## src/rtl/l2_cache_miss_responder_if.sv

```systemverilog
// Bus bundle for the L2 miss responder: enqueue port from the miss pipeline,
// the memory read channel, and the fill port to the L2 pipeline arbiter.
// The slave modport is the responder's view. The master modport is the view of
// the surrounding system (miss pipeline, memory and arbiter).
interface l2_cache_miss_responder_if #(
  parameter int TAG_WIDTH = 8
);
  // Enqueue side
  logic                 enqueue_valid;
  logic [25:0]          enqueue_address;
  logic                 enqueue_duplicate;
  logic [TAG_WIDTH-1:0] enqueue_tag;
  logic                 queue_full;
  // Memory read channel
  logic                 mem_req;
  logic [31:0]          mem_address;
  logic                 mem_ack;
  logic                 mem_rvalid;
  logic [31:0]          mem_rdata;
  // Fill side
  logic                 fill_valid;
  logic [25:0]          fill_address;
  logic [TAG_WIDTH-1:0] fill_tag;
  logic [511:0]         fill_data;
  logic                 fill_is_duplicate;
  logic                 fill_ack;

  modport master (
    output enqueue_valid, enqueue_address, enqueue_duplicate, enqueue_tag,
    input  queue_full,
    input  mem_req, mem_address,
    output mem_ack, mem_rvalid, mem_rdata,
    input  fill_valid, fill_address, fill_tag, fill_data, fill_is_duplicate,
    output fill_ack
  );

  modport slave (
    input  enqueue_valid, enqueue_address, enqueue_duplicate, enqueue_tag,
    output queue_full,
    output mem_req, mem_address,
    input  mem_ack, mem_rvalid, mem_rdata,
    output fill_valid, fill_address, fill_tag, fill_data, fill_is_duplicate,
    input  fill_ack
  );
endinterface

```

## src/rtl/l2_cache_miss_responder.sv

```systemverilog
// L2 cache miss responder.
// Misses are queued in a FIFO. The head entry is fetched from memory as one
// 16-beat, 32-bit burst that forms a 64-byte line. The line is then offered to
// the L2 pipeline as a fill request. The entry pops when the arbiter
// acknowledges the fill.
// Optional feature: when L2_DUPLICATE_BYPASS_EN is defined, a head entry that
// is flagged as a duplicate skips the memory fetch. It is presented directly
// as a fill with fill_is_duplicate set and zero data.
module l2_cache_miss_responder #(
  parameter int QUEUE_SIZE = 8,
  parameter int TAG_WIDTH  = 8
) (
  input logic                     clk,
  input logic                     reset_n,
  l2_cache_miss_responder_if.slave bus
);

  localparam int PTR_W = $clog2(QUEUE_SIZE);
  localparam int CNT_W = PTR_W + 1;

  typedef enum logic [1:0] {
    S_IDLE,
    S_REQ,
    S_DATA,
    S_FILL
  } state_e;

  // Miss queue storage
  logic [25:0]          q_addr [QUEUE_SIZE];
  logic [TAG_WIDTH-1:0] q_tag  [QUEUE_SIZE];
`ifdef L2_DUPLICATE_BYPASS_EN
  logic                 q_dup  [QUEUE_SIZE];
`endif

  logic [PTR_W-1:0] wr_ptr_q, rd_ptr_q;
  logic [CNT_W-1:0] count_q;
  logic             queue_full;
  logic             push, pop;

  // FSM and datapath state
  state_e               state_q, state_d;
  logic                 latch_head;
  logic                 beat_en;
  logic [3:0]           beat_q;
  logic [25:0]          head_addr_q;
  logic [TAG_WIDTH-1:0] head_tag_q;
  logic [511:0]         line_q;
`ifdef L2_DUPLICATE_BYPASS_EN
  logic                 head_dup_q;
  logic                 bypass;
`else
  logic                 unused_dup;
  assign unused_dup = bus.enqueue_duplicate;
`endif

  assign queue_full = (count_q == CNT_W'(QUEUE_SIZE));
  assign push       = bus.enqueue_valid && !queue_full;

  // Queue storage write. The payload is only read after a push, so it has no reset.
  // NOTE: memories are left out of reset so that they can map onto RAM;
  // occupancy and pointers define which entries are valid.
  always_ff @(posedge clk) begin
    if (push) begin
      q_addr[wr_ptr_q] <= bus.enqueue_address;
      q_tag[wr_ptr_q]  <= bus.enqueue_tag;
`ifdef L2_DUPLICATE_BYPASS_EN
      q_dup[wr_ptr_q]  <= bus.enqueue_duplicate;
`endif
    end
  end

  // Pointers wrap naturally because QUEUE_SIZE is a power of two. A push and
  // a pop in the same cycle leave the occupancy unchanged.
  // NOTE: sequential state uses non-blocking (<=) assignments so that every
  // flop samples values from before the edge, regardless of block order.
  always_ff @(posedge clk or negedge reset_n) begin
    if (!reset_n) begin
      wr_ptr_q <= '0;
      rd_ptr_q <= '0;
      count_q  <= '0;
    end else begin
      if (push) wr_ptr_q <= wr_ptr_q + PTR_W'(1);
      if (pop)  rd_ptr_q <= rd_ptr_q + PTR_W'(1);
      unique case ({push, pop})
        2'b10:   count_q <= count_q + CNT_W'(1);
        2'b01:   count_q <= count_q - CNT_W'(1);
        default: count_q <= count_q;
      endcase
    end
  end

  // FSM state register
  always_ff @(posedge clk or negedge reset_n) begin
    if (!reset_n) state_q <= S_IDLE;
    else          state_q <= state_d;
  end

  // FSM next-state and control strobes
  // NOTE: every output of this block gets a default value first. An incomplete
  // assignment would otherwise infer a latch.
  always_comb begin
    state_d    = state_q;
    latch_head = 1'b0;
    beat_en    = 1'b0;
    pop        = 1'b0;
`ifdef L2_DUPLICATE_BYPASS_EN
    bypass     = 1'b0;
`endif
    unique case (state_q)
      S_IDLE: begin
        if (count_q != '0) begin
          latch_head = 1'b1;
`ifdef L2_DUPLICATE_BYPASS_EN
          if (q_dup[rd_ptr_q]) begin
            bypass  = 1'b1;
            state_d = S_FILL;
          end else begin
            state_d = S_REQ;
          end
`else
          state_d = S_REQ;
`endif
        end
      end
      S_REQ: begin
        if (bus.mem_ack) state_d = S_DATA;
      end
      S_DATA: begin
        if (bus.mem_rvalid) begin
          beat_en = 1'b1;
          if (beat_q == 4'd15) state_d = S_FILL;
        end
      end
      S_FILL: begin
        if (bus.fill_ack) begin
          pop     = 1'b1;
          state_d = S_IDLE;
        end
      end
    endcase
  end

  // Head entry capture and beat counter. The counter restarts with each new
  // head, so beats left over from an abandoned burst cannot misplace data.
  always_ff @(posedge clk or negedge reset_n) begin
    if (!reset_n) begin
      head_addr_q <= '0;
      head_tag_q  <= '0;
      beat_q      <= '0;
`ifdef L2_DUPLICATE_BYPASS_EN
      head_dup_q  <= 1'b0;
`endif
    end else begin
      if (latch_head) begin
        head_addr_q <= q_addr[rd_ptr_q];
        head_tag_q  <= q_tag[rd_ptr_q];
`ifdef L2_DUPLICATE_BYPASS_EN
        head_dup_q  <= q_dup[rd_ptr_q];
`endif
        beat_q      <= '0;
      end else if (beat_en) begin
        beat_q <= beat_q + 4'd1;
      end
    end
  end

  // Line buffer: beat n lands in bits [32n+31:32n]. It is fully rewritten
  // before every fill, so it has no reset.
  always_ff @(posedge clk) begin
`ifdef L2_DUPLICATE_BYPASS_EN
    if (bypass) line_q <= '0;
    else if (beat_en) line_q[{beat_q, 5'b0} +: 32] <= bus.mem_rdata;
`else
    if (beat_en) line_q[{beat_q, 5'b0} +: 32] <= bus.mem_rdata;
`endif
  end

  assign bus.queue_full   = queue_full;
  assign bus.mem_req      = (state_q == S_REQ);
  assign bus.mem_address  = {head_addr_q, 6'b0};
  assign bus.fill_valid   = (state_q == S_FILL);
  assign bus.fill_address = head_addr_q;
  assign bus.fill_tag     = head_tag_q;
  assign bus.fill_data    = line_q;
`ifdef L2_DUPLICATE_BYPASS_EN
  assign bus.fill_is_duplicate = (state_q == S_FILL) && head_dup_q;
`else
  assign bus.fill_is_duplicate = 1'b0;
`endif

`ifndef SYNTHESIS
  // An enqueue while full is dropped. The upstream stall should prevent it.
  a_enqueue_when_full: assert property (
    @(posedge clk) disable iff (!reset_n) !(bus.enqueue_valid && queue_full)
  ) else $warning("enqueue dropped: miss queue is full");
`endif

endmodule

```

## src/flat_wrapper.sv

```systemverilog
// flat-port wrapper written by rule: the top's interface ports become plain ports
module l2_cache_miss_responder_flat 
#(
  parameter int QUEUE_SIZE = 8,
  parameter int TAG_WIDTH  = 8
)
  (clk, reset_n, bus_enqueue_valid, bus_enqueue_address, bus_enqueue_duplicate, bus_enqueue_tag, bus_queue_full, bus_mem_req, bus_mem_address, bus_mem_ack, bus_mem_rvalid, bus_mem_rdata, bus_fill_valid, bus_fill_address, bus_fill_tag, bus_fill_data, bus_fill_is_duplicate, bus_fill_ack);
  l2_cache_miss_responder_if #(.TAG_WIDTH(TAG_WIDTH)) bus_i ();
  input logic clk;
  input logic reset_n;
  input wire logic [$bits(bus_i.enqueue_valid)-1:0] bus_enqueue_valid;
  input wire logic [$bits(bus_i.enqueue_address)-1:0] bus_enqueue_address;
  input wire logic [$bits(bus_i.enqueue_duplicate)-1:0] bus_enqueue_duplicate;
  input wire logic [$bits(bus_i.enqueue_tag)-1:0] bus_enqueue_tag;
  output wire logic [$bits(bus_i.queue_full)-1:0] bus_queue_full;
  output wire logic [$bits(bus_i.mem_req)-1:0] bus_mem_req;
  output wire logic [$bits(bus_i.mem_address)-1:0] bus_mem_address;
  input wire logic [$bits(bus_i.mem_ack)-1:0] bus_mem_ack;
  input wire logic [$bits(bus_i.mem_rvalid)-1:0] bus_mem_rvalid;
  input wire logic [$bits(bus_i.mem_rdata)-1:0] bus_mem_rdata;
  output wire logic [$bits(bus_i.fill_valid)-1:0] bus_fill_valid;
  output wire logic [$bits(bus_i.fill_address)-1:0] bus_fill_address;
  output wire logic [$bits(bus_i.fill_tag)-1:0] bus_fill_tag;
  output wire logic [$bits(bus_i.fill_data)-1:0] bus_fill_data;
  output wire logic [$bits(bus_i.fill_is_duplicate)-1:0] bus_fill_is_duplicate;
  input wire logic [$bits(bus_i.fill_ack)-1:0] bus_fill_ack;
  assign bus_i.enqueue_valid = bus_enqueue_valid;
  assign bus_i.enqueue_address = bus_enqueue_address;
  assign bus_i.enqueue_duplicate = bus_enqueue_duplicate;
  assign bus_i.enqueue_tag = bus_enqueue_tag;
  assign bus_queue_full = bus_i.queue_full;
  assign bus_mem_req = bus_i.mem_req;
  assign bus_mem_address = bus_i.mem_address;
  assign bus_i.mem_ack = bus_mem_ack;
  assign bus_i.mem_rvalid = bus_mem_rvalid;
  assign bus_i.mem_rdata = bus_mem_rdata;
  assign bus_fill_valid = bus_i.fill_valid;
  assign bus_fill_address = bus_i.fill_address;
  assign bus_fill_tag = bus_i.fill_tag;
  assign bus_fill_data = bus_i.fill_data;
  assign bus_fill_is_duplicate = bus_i.fill_is_duplicate;
  assign bus_i.fill_ack = bus_fill_ack;
  l2_cache_miss_responder #(.QUEUE_SIZE(QUEUE_SIZE), .TAG_WIDTH(TAG_WIDTH)) u_core (.clk(clk), .reset_n(reset_n), .bus(bus_i));
endmodule
```

## config.mk

```make
export PLATFORM = sky130hd
export DESIGN_NAME = l2_cache_miss_responder_flat
export DESIGN_NICKNAME = d
export VERILOG_FILES = /design/src/rtl/l2_cache_miss_responder_if.sv /design/src/rtl/l2_cache_miss_responder.sv /design/src/flat_wrapper.sv
export SDC_FILE = /design/constraint.sdc
export NUM_CORES = 1
export LEC_CHECK = 0
export BUFFER_PORTS_ARGS = -buffer_cell sky130_fd_sc_hd__buf_2
export CORE_UTILIZATION = 47
export DETAILED_ROUTE_END_ITERATION = 6
export GPL_TIMING_DRIVEN = 0
export HOLD_SLACK_MARGIN = 0.1
export PLACE_DENSITY = 0.67
export SKIP_LAST_GASP = 1
export SYNTH_ARGS = -nofsm -noshare
export SYNTH_HDL_FRONTEND = slang
export SYNTH_SLANG_ARGS = --single-unit
```

## constraint.sdc

```tcl
create_clock -name clk -period 6.47 [get_ports clk]
set_input_delay 0.647 -clock clk [delete_from_list [all_inputs] [get_ports clk]]
set_output_delay 0.647 -clock clk [all_outputs]
set_load 0.005 [all_outputs]
```

=== Word level (Yosys, flattened, before mapping) ===
Memory sizes are Yosys's and may differ from the RTL's. A register that Yosys moved wholly into a read port is not among the register bits.
Cells that the tools add are included.

* Logic and storage cells: 55
* Flip-flop bits (word level): 528
* Output and inout bits: 582
* RAM bits: 272
* Latch bits: 0
* Bits in read-only memories: 0
* Memories: 2
* Bits of input ports: 73

{| class="wikitable"
|+ Memory list
! name !! depth !! bits a word !! read ports !! clocked after memory_dff !! wr ports !! line !! text
|-
| u_core.q_addr || 8 || 26 || 1 || 1 || 1 || l2_cache_miss_responder.sv:29 || <nowiki>logic [25:0] q_addr [QUEUE_SIZE];</nowiki>
|-
| u_core.q_tag || 8 || 8 || 1 || 1 || 1 || l2_cache_miss_responder.sv:30 || <nowiki>logic [TAG_WIDTH-1:0] q_tag [QUEUE_SIZE];</nowiki>
|}

* Div/mod/pow operators: 0
* Bitwise operators: 0
* Eq/ne operators: 12
* $add $sub $neg: 6
* Shift-type cells: 2
* Mux-type cells: 18
* $lt $le $gt $ge: 0
* $mul: 0
* Reductions and logical operators: 9

{| class="wikitable"
|+ Operators by type and width
! kind !! count
|-
| bitwise mux 512 bit || 1
|-
| variable shift 32 x 11 -> 512 bit, first input constant || 1
|-
| indexed part select 32 x 11 -> 512 bit || 1
|-
| negation 9 -> 11 bit || 1
|-
| two-way mux 2 bit || 5
|-
| adder 4 x 1 -> 4 bit, second input constant || 2
|-
| == test 4 bit, second input constant || 2
|-
| two-way mux 1 bit || 8
|-
| two-way mux 4 bit || 2
|-
| inequality test 2 x 1 -> 1 bit, second input constant || 4
|-
| case mux 2 bit (4 select lines) || 1
|-
| case mux 4 bit (2 select lines) || 1
|-
| adder 3 x 1 -> 3 bit, second input constant || 2
|-
| == test 2 bit, second input constant || 3
|-
| AND reduction 5 bit || 1
|-
| == test 2 x 1 -> 1 bit, second input constant || 2
|-
| nonzero test 2 bit || 2
|-
| nonzero test 4 bit || 1
|-
| subtractor 4 x 1 -> 4 bit, second input constant || 1
|-
| logical NOT 1 bit || 3
|-
| logical NOT 2 bit || 1
|-
| inequality test 2 bit, second input constant || 1
|-
| logical AND 1 bit || 1
|}

=== Depth between registers and ports, before layout ===
* Depth after elaboration: 5
* Gate-level depth with buffers: 11
* Mapped depth without buffers: 10

=== Worst setup path after synthesis ===
OpenSTA, ideal clock, no wires.

* Path kind: input -> register
* Start: in bus_enqueue_valid
* End: mem u_core.q_addr[0][0] (enable)
* Data required time: 5.960 ns
* Arrival time: 4.395 ns
* Setup time: 0.510 ns
* Buffers on the path: 0
* Stages on the path: 3
* Setup slack: 1.565 ns
* Path through: a21boi_1 inv_1 nor4_1

* Word-level cells in the longest chain between the ends: 3

{| class="wikitable"
|+ RTL lines
! item !! line !! text
|-
| start, declared || flat_wrapper.sv:11 || <nowiki>input wire logic [$bits(bus_i.enqueue_valid)-1:0] bus_enqueue_valid;</nowiki>
|-
| logical AND 1 bit || l2_cache_miss_responder.sv:57 || <nowiki>assign push = bus.enqueue_valid && !queue_full;</nowiki>
|-
| two-way mux 1 bit || l2_cache_miss_responder.sv:63 || <nowiki>if (push) begin</nowiki>
|-
| two-way mux 1 bit (not written as such) || l2_cache_miss_responder.sv:64 || <nowiki>q_addr[wr_ptr_q] <= bus.enqueue_address;</nowiki>
|-
| end, declared || l2_cache_miss_responder.sv:29 ||
|}

No other way between the ends.

=== Worst setup path after layout ===
* Start: reg u_core.state_q[0]
* End: reg u_core.line_q[338] (netlist: u_core.bus.fill_data[338]) (enable)

* Word-level cells in the longest chain between the ends: 2

{| class="wikitable"
|+ RTL lines
! item !! line !! text
|-
| start, declared || l2_cache_miss_responder.sv:41 || <nowiki>state_e state_q, state_d;</nowiki>
|-
| start signal, assigned || l2_cache_miss_responder.sv:95 || <nowiki>else state_q <= state_d;</nowiki>
|-
| == test 2 bit || l2_cache_miss_responder.sv:109 || <nowiki>unique case (state_q)</nowiki>
|-
| two-way mux 1 bit || l2_cache_miss_responder.sv:109 ||
|-
| end signal, assigned by index || l2_cache_miss_responder.sv:174 || <nowiki>if (beat_en) line_q[{beat_q, 5'b0} +: 32] <= bus.mem_rdata;</nowiki>
|-
| end, declared || l2_cache_miss_responder.sv:47 || <nowiki>logic [511:0] line_q;</nowiki>
|}

No other way between the ends.
A chain may end at the register's enable or synchronous reset.

==> flow_summary.toml <==
[floorplanning]
die_w_microns = 262
core-area_sq_um = 66300
num_rows = 94
pin_count = 655
start_util_pct = 47.9
die_y_microns = 262
dieArea_sq_um = 68600

[clock_network]
path_clk_slew_ns = 0.06
clockRootBuffer = "clkbuf_16"
cts.sinks = 834
htree_levels = 3
cts_tree = "done"
clk_latency_ns = 0.64
cts-resized-gates = 0
clockBufferDepth = 3
numCtsBuffers = 85

[critical_path]
start_kind = "register"
critPathRequiredTime_ns = 6.80
reg2reg_to = "u_core.bus.fill_data[338]"
r2r_slack_ns = 3.14
path_delay_family = "simple AND/OR/NAND/NOR gates"
rr_worst_depth = 8
slowest_delay_ns = 1.00
crit_chain = "inv_1 -> ha_1 -> nand2_1 -> clkbuf_1 -> nor3_2 -> buf_6 -> buf_6 -> buf_6"
rr_startpoint = "u_core.state_q[0]"
arrival_ns = 3.66
crit_type = "reg2reg"
cp-end-kind = "register"
crit_fanout = 10
crit_path_top_delay_cell = "nor3_2"
cp_num_buf_inv = 5
cp_common_cell = "buf_6"

[routing]
via_count = 19997
wl_per_cell_microns = 26.8
drt-initial-drc-count = 2534
wl_met3_microns = 9810
wl_microns = 98600
drc = 0
vias_per_cell = 5.43
firstDrtPassIters = 6
top_layer = "met5"
ant_nets = 0
met1Wirelength_microns = 35700
wl_met2_microns = 49400

[placed_design]
dp.cells = 3523
io_buffers = 646
dpl-instance-area_sq_um = 36900
dp.final_hpwl_microns = 72200
preCtsSetupSlack_ns = 3.22
routabilityCongestion = 0.897

[sta]
drv_slew = 0
layout_setup_ws_ns = 3.14
setup_viol = 0
min_period_ns = 3.33
hold_viol = 0
skew_ns = 0.0320
slew_headroom_pct = 27.3
fmax_mhz = 300
rsz0062_at_grt = "no"
worstMarginPinSlew_ns = 1.08
fin_crit_sh_pct = 51.5

[synthesis]
yosys_warnings = 0
synth_edf_count = 784
synth_area_per_cell_sq_um = 16.2
synth_cell_type_count = 51
async_reset_ff_share_pct = 6.00
synth_ff_type = "edfxtp_1"
yosysSeqAreaShare_pct = 78.1
postSynthCellCount = 1958
synth_area_leaders = "edfxtp_1, and2_1, dfrtp_1, nor2_1, mux2_2"
synth_top_cell_area_share_pct = 74.2
ys_seq_elements = 834
synth_area_sq_um = 31700
synth.largest_area_cell = "edfxtp_1"

[pwr]
power_frac_seq_pct = 45.0
power_mw = 14.7
comb_power_share_pct = 22.0
power.density_nw_per_um2 = 370
pwr-share-clk_pct = 33.1
max-vdd-ir-drop_uv = 277
p_int_mw = 10.4
p_leak_nw = 15.1
switchingPower_mw = 4.34
swShare_pct = 29.5

[cells_and_area]
area_delta_synth_final_pct = 25.1
instances_no_fill = 3683
finalNetCount = 2834
final_area_sq_um = 39700
drive_above_1_share_pct = 36.8

[worst_hold_path]
hold_end = "u_core.q_addr[6][23]"
min_path_cells = 1
hold_path_class = "in2reg"
worstHoldStart = "bus_enqueue_address[23]"

[grt]
grt.total_usage_pct = 28.2
grt_pass1_wl_microns = 136000
grt_max_degree = 51
antenna_found_initial = 13
grt_pass1_vias = 19333
grt-ovfl-total = 0

[run_status]
status = "finished clean"

[job]
maxCapViolCount = 0
-- cell usage in the layout, fill, tap and decap left out, drive strengths merged, types with 3 or more instances in the layout --
master	count
a21oi	6
nand2b	7
dfrtp	50
xor2	6
o221ai	26
nor2b	4
mux2	72
bufinv	6
conb	7
clkbuf	152
nand2	109
nor2	281
nor3	11
and2	259
nor4	4
xnor2	7
diode	3
o22ai	10
edfxtp	784
a221o	9
ha	14
a22oi	26
nand3	6
clkinv	38
o21ai	38
buf	784
inv	15
mux2i	69
-- area by class of cell --
class | count | area [sq um]
fillers | 5031 | 26600
flip-flops and latches | 834 | 24800
multi-input cells | 985 | 6230
repair buffers | 696 | 3930
clock buffers | 105 | 2250
well taps | 864 | 1080
plain buffers | 136 | 870
clock inverters | 51 | 523
inverters | 9 | 33.8
diodes | 3 | 7.51
-- power groups by stage --
stage / Combinational [mW] / Clock (mW) / Sequential, mW
finish: 3.23 / 4.87 / 6.61
global route: 3.49 / 5.09 / 6.65
CTS: 3.25 / 4.89 / 6.61
detailed placement: 3.24 / 0 / 6.72
global placement: 3.05 / 0 / 6.74
floorplan: 1.92 / 0 / 6.67
-- cell usage after synthesis (all sizes together), types with 6 or more instances --
cell type	n
o221ai	26
nor2	281
a221o	9
o21ai	38
o22ai	10
xor2	6
dfrtp	50
nand3	6
a22oi	26
mux2i	69
buf	89
xnor2	7
nand2	109
mux2	72
nand2b	7
edfxtp	784
nor3	11
ha	14
inv	9
clkbuf	47
a21oi	6
and2	259
-- per-stage QoR --
step                      hold slack, ns  TNS (ns)  utilization, %
after floorplan                    0.351         0               -
final                              0.260         0            59.9
after CTS                          0.225         0            59.8
after detailed placement           0.515         0            55.7
after global routing               0.247         0            59.9
after global placement             0.498   -109.83            54.4
-- what timing repair did --
action	in CTS	in global routing
setup buffers	0	0
hold buffers	0	1
endpoints found under the hold margin	0	8
-- per-layer routing --
layer,vias up,GRT usage [%]
met5,-,0
met4,12,10.4
met3,216,7.07
met2,1155,48.2
met1,9965,34.6
li1,8649,-
-- worst max-delay path by stage --
stage / to / start / cells past startpoint
after CTS: u_core.bus.fill_data[338] / u_core.state_q[0] / 8
after floorplan: u_core.q_addr[0][0] / bus_enqueue_valid / 3
after global routing: u_core.bus.fill_data[338] / u_core.state_q[0] / 8
after detailed placement: u_core.bus.fill_data[339] / u_core.state_q[0] / 8
after global placement: u_core.q_addr[0][17] / bus_enqueue_valid / 4
final: u_core.bus.fill_data[338] / u_core.state_q[0] / 8
-- registers in the layout (all words and copies together) (netlist names) --
register and cells:
u_core.beat_q 4, u_core.bus.fill_address 26, u_core.bus.fill_data 512, u_core.bus.fill_tag 8, u_core.count_q 4, u_core.q_addr 208
u_core.q_tag 64, u_core.rd_ptr_q 3, u_core.state_q 2, u_core.wr_ptr_q 3
-- cells by family (layout without fill, tap and decap cells) --
family | count (synthesis) | after routing | share of synthesized area, %
flip-flops | 834 | 834 | 78.1
AND/OR/NAND/NOR | 690 | 690 | 10.7
buffers and inverters | 145 | 997 | 2.85
multiplexers | 141 | 141 | 4.73
AO/OA/AOI/OAI | 120 | 120 | 2.69
adder cells (fa/ha/maj) | 14 | 14 | 0.552
XOR/XNOR | 13 | 13 | 0.359
other | 1 | 10 | 0.0118
(Power assumes the default switching activity.)
